[src/rtl/risc16_alu_arbiter_pkg.sv]
// Shared definitions for the RiSC16 ALU arbiter: ALU function codes and arbiter FSM encodings.
// The optional grant statistics are enabled with RISC16_ALU_ARB_STATS_EN.
`ifndef ALU_FUNCT_LEN
`define ALU_FUNCT_LEN 2
`endif
`ifndef ALU_ADD
`define ALU_ADD 2'd0
`endif
`ifndef ALU_NAND
`define ALU_NAND 2'd1
`endif
`ifndef ALU_PASS1
`define ALU_PASS1 2'd2
`endif
`ifndef ALU_EQ
`define ALU_EQ 2'd3
`endif

package risc16_alu_arbiter_pkg;

    localparam int unsigned ALU_FUNCT_LEN = `ALU_FUNCT_LEN;
    localparam int unsigned CNT_W         = 16;

    localparam logic [ALU_FUNCT_LEN-1:0] ALU_ADD   = `ALU_ADD;
    localparam logic [ALU_FUNCT_LEN-1:0] ALU_NAND  = `ALU_NAND;
    localparam logic [ALU_FUNCT_LEN-1:0] ALU_PASS1 = `ALU_PASS1;
    localparam logic [ALU_FUNCT_LEN-1:0] ALU_EQ    = `ALU_EQ;

    typedef enum logic [1:0] {
        ARB_IDLE = 2'd0,
        ARB_EXEC = 2'd1,
        ARB_RESP = 2'd2
    } arb_state_e;

endpackage

[src/rtl/RiSC16_alu.sv]
// Combinational RiSC16 ALU shared by the arbiter's requesters.
module RiSC16_alu
    import risc16_alu_arbiter_pkg::*;
#(
    parameter int unsigned WORD_LENGTH = 16
) (
    input  logic [WORD_LENGTH-1:0]   src1,
    input  logic [WORD_LENGTH-1:0]   src2,
    input  logic [ALU_FUNCT_LEN-1:0] funct,
    output logic [WORD_LENGTH-1:0]   result,
    output logic                     state
);

    // EQ yields a zero result and a raised state flag when the operands match.
    always_comb begin
        result = '0;
        state  = 1'b0;
        case (funct)
            ALU_ADD:   result = WORD_LENGTH'(src1 + src2);
            ALU_NAND:  result = ~(src1 & src2);
            ALU_PASS1: result = src1;
            ALU_EQ: begin
                result = src1 ^ src2;
                state  = (src1 == src2);
            end
            default: result = '0;
        endcase
    end

endmodule

[src/rtl/risc16_alu_arbiter_rr_arbiter.sv]
// Combinational round-robin picker: first asserted request at or above ptr, wrapping.
module risc16_alu_arbiter_rr_arbiter #(
    parameter int unsigned NUM_REQ = 2,
    parameter int unsigned ID_W    = 1
) (
    input  logic [NUM_REQ-1:0] req,
    input  logic [ID_W-1:0]    ptr,
    input  logic               en,
    output logic [NUM_REQ-1:0] gnt,
    output logic [ID_W-1:0]    gnt_idx,
    output logic               gnt_any
);

    logic [2*NUM_REQ-1:0] req_dbl;
    logic [NUM_REQ-1:0]   req_rot;
    int unsigned          sel;

    // Rotate so bit 0 is the requester at ptr, then take the lowest set bit.
    always_comb begin
        req_dbl = {req, req};
        req_rot = NUM_REQ'(req_dbl >> ptr);
        gnt     = '0;
        gnt_idx = '0;
        gnt_any = 1'b0;
        sel     = 0;
        for (int unsigned k = 0; k < NUM_REQ; k++) begin
            if (en && !gnt_any && req_rot[k]) begin
                gnt_any = 1'b1;
                sel     = 32'(ptr) + k;
            end
        end
        if (sel >= NUM_REQ) begin
            sel = sel - NUM_REQ;
        end
        if (gnt_any) begin
            gnt     = NUM_REQ'(1) << sel;
            gnt_idx = ID_W'(sel);
        end
    end

endmodule

[src/rtl/risc16_alu_arbiter.sv]
// Round-robin arbiter sharing one RiSC16_alu between NUM_REQ requesters, one op in flight.
// Define RISC16_ALU_ARB_STATS_EN to add per-requester saturating grant counters.
module risc16_alu_arbiter
    import risc16_alu_arbiter_pkg::*;
#(
    parameter int unsigned WORD_LENGTH = 16,
    parameter int unsigned NUM_REQ     = 2,
    parameter int unsigned ID_W        = 1
) (
    input  logic                             clk,
    input  logic                             reset_n,
    input  logic [NUM_REQ-1:0]               req_valid,
    output logic [NUM_REQ-1:0]               req_ready,
    input  logic [NUM_REQ*WORD_LENGTH-1:0]   req_src1,
    input  logic [NUM_REQ*WORD_LENGTH-1:0]   req_src2,
    input  logic [NUM_REQ*ALU_FUNCT_LEN-1:0] req_funct,
    output logic                             rsp_valid,
    input  logic                             rsp_ready,
    output logic [ID_W-1:0]                  rsp_id,
    output logic [WORD_LENGTH-1:0]           rsp_result,
    output logic                             rsp_state
`ifdef RISC16_ALU_ARB_STATS_EN
    ,
    output logic [NUM_REQ*CNT_W-1:0]         grant_count
`endif
);

    arb_state_e               state_q, state_d;
    logic [ID_W-1:0]          ptr_q, ptr_d;
    logic [WORD_LENGTH-1:0]   src1_q, src1_d;
    logic [WORD_LENGTH-1:0]   src2_q, src2_d;
    logic [ALU_FUNCT_LEN-1:0] funct_q, funct_d;
    logic [ID_W-1:0]          id_q, id_d;
    logic                     rsp_valid_q, rsp_valid_d;
    logic [ID_W-1:0]          rsp_id_q, rsp_id_d;
    logic [WORD_LENGTH-1:0]   rsp_result_q, rsp_result_d;
    logic                     rsp_state_q, rsp_state_d;

    logic [NUM_REQ-1:0]       gnt;
    logic [ID_W-1:0]          gnt_idx;
    logic                     gnt_any;
    logic                     arb_en;
    logic [WORD_LENGTH-1:0]   sel_src1, sel_src2;
    logic [ALU_FUNCT_LEN-1:0] sel_funct;
    logic [WORD_LENGTH-1:0]   alu_result;
    logic                     alu_state;

    assign arb_en = (state_q == ARB_IDLE);

    risc16_alu_arbiter_rr_arbiter #(
        .NUM_REQ (NUM_REQ),
        .ID_W    (ID_W)
    ) u_rr (
        .req     (req_valid),
        .ptr     (ptr_q),
        .en      (arb_en),
        .gnt     (gnt),
        .gnt_idx (gnt_idx),
        .gnt_any (gnt_any)
    );

    RiSC16_alu #(
        .WORD_LENGTH (WORD_LENGTH)
    ) u_alu (
        .src1   (src1_q),
        .src2   (src2_q),
        .funct  (funct_q),
        .result (alu_result),
        .state  (alu_state)
    );

    // Pick the winner's slice out of the flattened request buses.
    always_comb begin
        sel_src1  = '0;
        sel_src2  = '0;
        sel_funct = '0;
        for (int unsigned i = 0; i < NUM_REQ; i++) begin
            if (gnt_idx == ID_W'(i)) begin
                sel_src1  = req_src1[i*WORD_LENGTH +: WORD_LENGTH];
                sel_src2  = req_src2[i*WORD_LENGTH +: WORD_LENGTH];
                sel_funct = req_funct[i*ALU_FUNCT_LEN +: ALU_FUNCT_LEN];
            end
        end
    end

    always_ff @(posedge clk or negedge reset_n) begin
        if (!reset_n) begin
            state_q <= ARB_IDLE;
        end else begin
            state_q <= state_d;
        end
    end

    always_comb begin
        state_d = state_q;
        case (state_q)
            ARB_IDLE: if (gnt_any) state_d = ARB_EXEC;
            ARB_EXEC: state_d = ARB_RESP;
            ARB_RESP: if (rsp_ready) state_d = ARB_IDLE;
            default:  state_d = ARB_IDLE;
        endcase
    end

    always_comb begin
        req_ready    = gnt;
        ptr_d        = ptr_q;
        src1_d       = src1_q;
        src2_d       = src2_q;
        funct_d      = funct_q;
        id_d         = id_q;
        rsp_valid_d  = rsp_valid_q;
        rsp_id_d     = rsp_id_q;
        rsp_result_d = rsp_result_q;
        rsp_state_d  = rsp_state_q;
        case (state_q)
            ARB_IDLE: begin
                if (gnt_any) begin
                    src1_d  = sel_src1;
                    src2_d  = sel_src2;
                    funct_d = sel_funct;
                    id_d    = gnt_idx;
                end
            end
            ARB_EXEC: begin
                rsp_valid_d  = 1'b1;
                rsp_id_d     = id_q;
                rsp_result_d = alu_result;
                rsp_state_d  = alu_state;
            end
            ARB_RESP: begin
                if (rsp_ready) begin
                    rsp_valid_d = 1'b0;
                    ptr_d       = (id_q == ID_W'(NUM_REQ - 1)) ? '0 : id_q + ID_W'(1);
                end
            end
            default: begin
                rsp_valid_d = 1'b0;
            end
        endcase
    end

    always_ff @(posedge clk or negedge reset_n) begin
        if (!reset_n) begin
            ptr_q        <= '0;
            src1_q       <= '0;
            src2_q       <= '0;
            funct_q      <= '0;
            id_q         <= '0;
            rsp_valid_q  <= 1'b0;
            rsp_id_q     <= '0;
            rsp_result_q <= '0;
            rsp_state_q  <= 1'b0;
        end else begin
            ptr_q        <= ptr_d;
            src1_q       <= src1_d;
            src2_q       <= src2_d;
            funct_q      <= funct_d;
            id_q         <= id_d;
            rsp_valid_q  <= rsp_valid_d;
            rsp_id_q     <= rsp_id_d;
            rsp_result_q <= rsp_result_d;
            rsp_state_q  <= rsp_state_d;
        end
    end

    assign rsp_valid  = rsp_valid_q;
    assign rsp_id     = rsp_id_q;
    assign rsp_result = rsp_result_q;
    assign rsp_state  = rsp_state_q;

`ifdef RISC16_ALU_ARB_STATS_EN
    logic [CNT_W-1:0] cnt_q [NUM_REQ];
    logic [CNT_W-1:0] cnt_d [NUM_REQ];

    // Counters saturate rather than wrap so a long run never reports a small count.
    always_comb begin
        for (int unsigned i = 0; i < NUM_REQ; i++) begin
            cnt_d[i] = cnt_q[i];
            if (gnt[i] && (cnt_q[i] != {CNT_W{1'b1}})) begin
                cnt_d[i] = cnt_q[i] + CNT_W'(1);
            end
        end
    end

    always_ff @(posedge clk or negedge reset_n) begin
        if (!reset_n) begin
            for (int unsigned i = 0; i < NUM_REQ; i++) begin
                cnt_q[i] <= '0;
            end
        end else begin
            for (int unsigned i = 0; i < NUM_REQ; i++) begin
                cnt_q[i] <= cnt_d[i];
            end
        end
    end

    always_comb begin
        grant_count = '0;
        for (int unsigned i = 0; i < NUM_REQ; i++) begin
            grant_count[i*CNT_W +: CNT_W] = cnt_q[i];
        end
    end
`endif

endmodule

[config.mk]
export PLATFORM = sky130hd
export DESIGN_NAME = risc16_alu_arbiter
export DESIGN_NICKNAME = d
export VERILOG_FILES = /design/src/rtl/risc16_alu_arbiter_pkg.sv /design/src/rtl/RiSC16_alu.sv /design/src/rtl/risc16_alu_arbiter_rr_arbiter.sv /design/src/rtl/risc16_alu_arbiter.sv
export SDC_FILE = /design/constraint.sdc
export NUM_CORES = 1
export LEC_CHECK = 0
export BUFFER_PORTS_ARGS = -buffer_cell sky130_fd_sc_hd__clkbuf_2
export CAP_MARGIN = 20
export CORE_MARGIN = 4
export CORE_UTILIZATION = 54
export CTS_CLUSTER_SIZE = 40
export DETAILED_ROUTE_END_ITERATION = 12
export PLACE_DENSITY = 0.9
export RECOVER_POWER = 50
export SYNTH_ARGS = -nofsm -noshare
export SYNTH_HDL_FRONTEND = slang
export SYNTH_SLANG_ARGS = --single-unit
[constraint.sdc]
create_clock -name clk -period 5.6 [get_ports clk]
set_clock_uncertainty 0.1 [all_clocks]
set_input_delay 0.28 -clock clk [delete_from_list [all_inputs] [get_ports clk]]
set_output_delay 0.28 -clock clk [all_outputs]
set_load 0.005 [all_outputs]
==> metrics <==
Worst-Skew Late Latency 0.34 ns; syn nets 537; WP data required 5.31 ns; Internal approximately 1.6 mW; Iter 0 DRT Violations about 450; Routed WL per cell about 16 um; drt first pass iters 5; Gate power share 63.3%; worst-case clock buffer depth 2; Netlist cell types 54; Post-Syn Instances between 400 and 500; grt met2 use 40.0%; CP Launch Type input pin; synth warn 0; # setup viols final 0; setup TNS 0 ns; Final HPWL DP 7.24 mm; CP endpoint kind asynchronous set/reset pin; Die H 90.3 um; CTS buffer count 9; initial antenna violation count 0; CP Cell Sequence dlygate4sd3_1 > clkbuf_2 > clkbuf_1; global route total overflow 0; Vias 3691; clk slew on worst S/H paths ~0.06 ns; max incr delay on CP 2.04 ns; HP Class in2reg; Leak 2.03 nW; P&R area growth vs syn 17.5%; Antenna Cells 0; #FFs+latches synth 57; I/O pin total 94; Crit-path slowest cell clkbuf_1; worst slew pin tran 2.90 ns; run status finished with violations; synthesized cell area 3660 um^2; post-detailed-route count of antenna-violating nets 0; # DRC 0; ys async rst share 100%; post_cts resized 0; failing checks capacitance limit, slew limit; EDFF count, synth 0; Sw Share 48.7%; die area about 8000 um^2; Worst EP arrival 2.99 ns; Clk pwr share between 10 and 15%; Final Routed Wirelength 9.95 mm; gpl congestion about 0.98; max-cap viol count 1; largest net degree at the start of global routing 58; TritonCTS clock tree done; share of cells above drive strength 1 20.9%; die span in x 90.3 um; post-CTS setup buffers 0; relative slew slack -93.3%; total clock sinks 57; maximum vdd drop 0.000297 V; FP Rows 29; post-cts hold buffer count 1; Initial Util 56.7%; fraction of the cycle the final worst path needs 58.5%; Hold Slack 0.0374 ns; FF-to-FF path depth 6; GR peak layer met2; Fillers 528; Hold Vio Cnt, Final 0; Sw Pwr between 1.5 and 2 mW; met1 Use GR 33.2%; via/cell ratio 6.07; unrepaired setup endpoints after global routing no; IO buf count 93; Slew Viols, Final slightly below 60; Seq/Total Area, Yosys 39.0%; Synth Flop Type dfrtp_1; hold depth 3; fmax a little over 300 MHz; CTS H-Tree Depth 3; Core Box Area 6460 um^2; vias in the first global route 3561; final net count 617; flop2flop setup slack 2.94 ns; grt met3 use between 5 and 6%; Syn Area/Cell 8.19 um^2; global-route wire length before repair 16.9 mm; crit-path max FO 57; Final Critical Period 3.28 ns; Root Buffer clkbuf_8; PwrDens 737 nW/um^2; final core utilization roughly two thirds; Global Route Usage Sum approximately a quarter; Seq pwr share 25.5%; critical path class in2async
[cell families after synthesis]
logic type                 Yosys count  share of synthesized area (%)
DFF                                 57                           39.0
xor gates and xnor gates            10                           2.39
buffers and inverters               48                           5.30
and+or+nand+nor                    177                           20.0
adders and majority gates           17                           6.02
AOI/OAI and AO/OA                  130                           24.7
muxes                                8                           2.60
[placed cells by master (no fill, tap or decap), types with 6 or more instances in the layout]
| cell type | Yosys | final |
|---|---|---|
| clkbuf_1 | 17 | 18 |
| a31oi_1 | 29 | 29 |
| a22oi_1 | 9 | 9 |
| inv_1 | 16 | 16 |
| ha_1 | 16 | 16 |
| o21ai_0 | 23 | 23 |
| a21oi_1 | 19 | 19 |
| clkbuf_2 | 0 | 77 |
| nand3_1 | 7 | 7 |
| dfrtp_1 | 57 | 57 |
| a21o_1 | 7 | 7 |
| nand2_1 | 105 | 105 |
| clkbuf_8 | 0 | 12 |
| xnor2_1 | 6 | 6 |
| o22ai_1 | 8 | 8 |
| a221oi_1 | 8 | 8 |
| nor2_1 | 41 | 41 |
[power by group through the flow]
stage | Sequential (mW) | Clock (mW) | Combinational (mW)
2_1_floorplan | 0.742 | 0 | 1.55
5_1_grt | 0.836 | 0.378 | 2.23
3_3_place_gp | 0.789 | 0 | 1.88
3_5_place_dp | 0.807 | 0 | 1.96
4_1_cts | 0.803 | 0.357 | 1.99
6_report | 0.809 | 0.355 | 2.00
[flip-flops by register name, summed over array words and instances, names as in the netlist]
register / flops
rsp_result: 16
src1_q: 16
src2_q: 16
funct_q: 2
state_q: 2
id_q: 1
ptr_q: 1
rsp_id: 1
rsp_state: 1
rsp_valid: 1
[worst max-delay path: cells and delay by family]
family	cells	cell delay [ns]
buf+inv	3	2.67
[layer usage]
metal / vias to the layer above / share of wire [%]
li1: 1753 / -
met4: 0 / 3.1
met2: 212 / 46
met1: 1691 / 41
met3: 35 / 10
met5: - / 0
[metrics by stage]
step                      cells  worst slack, ns  power [mW]  instance area, um^2
after floorplan             447             3.39        2.29                 3660
after global placement      592             2.92        2.67                 4130
after detailed placement    592             2.83        2.77                 4130
after CTS                   608             2.46        3.15                 4320
after global routing        608             1.62        3.45                 4300
final                       608             2.32        3.17                 4300
[layout make-up]
class	instances	area, um^2	area share (%)
Multi-Input combinational cell	342	2040	47.4
Sequential cell	57	1430	33.2
Timing Repair Buffer	99	489	11.4
Clock buffer	13	169	3.93
Tap cell	77	96.3	2.24
Inverter	18	67.6	1.57
Clock inverter	2	12.5	0.291
[cell usage after synthesis (2+ instances only)]
| library cell | instances | area share [%] |
|---|---|---|
| dfrtp_1 | 57 | 39 |
| a21oi_2 | 2 | 0.48 |
| nor2_1 | 41 | 4.2 |
| o211ai_1 | 3 | 0.62 |
| xnor2_1 | 6 | 1.4 |
| o21ai_0 | 23 | 3.1 |
| o22ai_1 | 8 | 1.4 |
| mux2i_1 | 5 | 1.4 |
| a221oi_1 | 8 | 1.9 |
| a22oi_1 | 9 | 1.8 |
| o2111ai_1 | 2 | 0.48 |
| a221oi_2 | 2 | 0.82 |
| o31ai_1 | 3 | 0.62 |
| xor2_1 | 4 | 0.96 |
| nand2_1 | 105 | 11 |
| nand3_1 | 7 | 0.96 |
| a21oi_1 | 19 | 2.6 |
| mux2_2 | 2 | 0.62 |
| nand2b_1 | 3 | 0.51 |
| or2_2 | 2 | 0.34 |
| and3_1 | 3 | 0.51 |
| nor2b_1 | 2 | 0.34 |
| clkbuf_1 | 17 | 1.7 |
| o21a_1 | 3 | 0.62 |
| buf_2 | 11 | 1.5 |
| inv_1 | 16 | 1.6 |
| ha_1 | 16 | 5.5 |
| a21o_1 | 7 | 1.4 |
| a31oi_1 | 29 | 5.0 |
| buf_1 | 2 | 0.21 |
| nand4_1 | 2 | 0.34 |
| nor3_1 | 3 | 0.41 |
| nor4_1 | 4 | 0.68 |
[worst paths after layout]
| kind | start | end |
|---|---|---|
| hold reg to reg | rsp_valid$_DFFE_PN0P_ | rsp_valid$_DFFE_PN0P_ |
| min in group asynchronous | reset_n | src2_q[12]$_DFFE_PN0P_ |
| setup / recovery | reset_n | rsp_result[6]$_DFFE_PN0P_ |
| setup reg to reg | state_q[0]$_DFFE_PN0P_ | src1_q[3]$_DFFE_PN0P_ |
| hold / removal | req_src1[4] | src1_q[4]$_DFFE_PN0P_ |
| max in group clk | state_q[0]$_DFFE_PN0P_ | req_ready[0] |
Power figures use the tool's default switching activity.
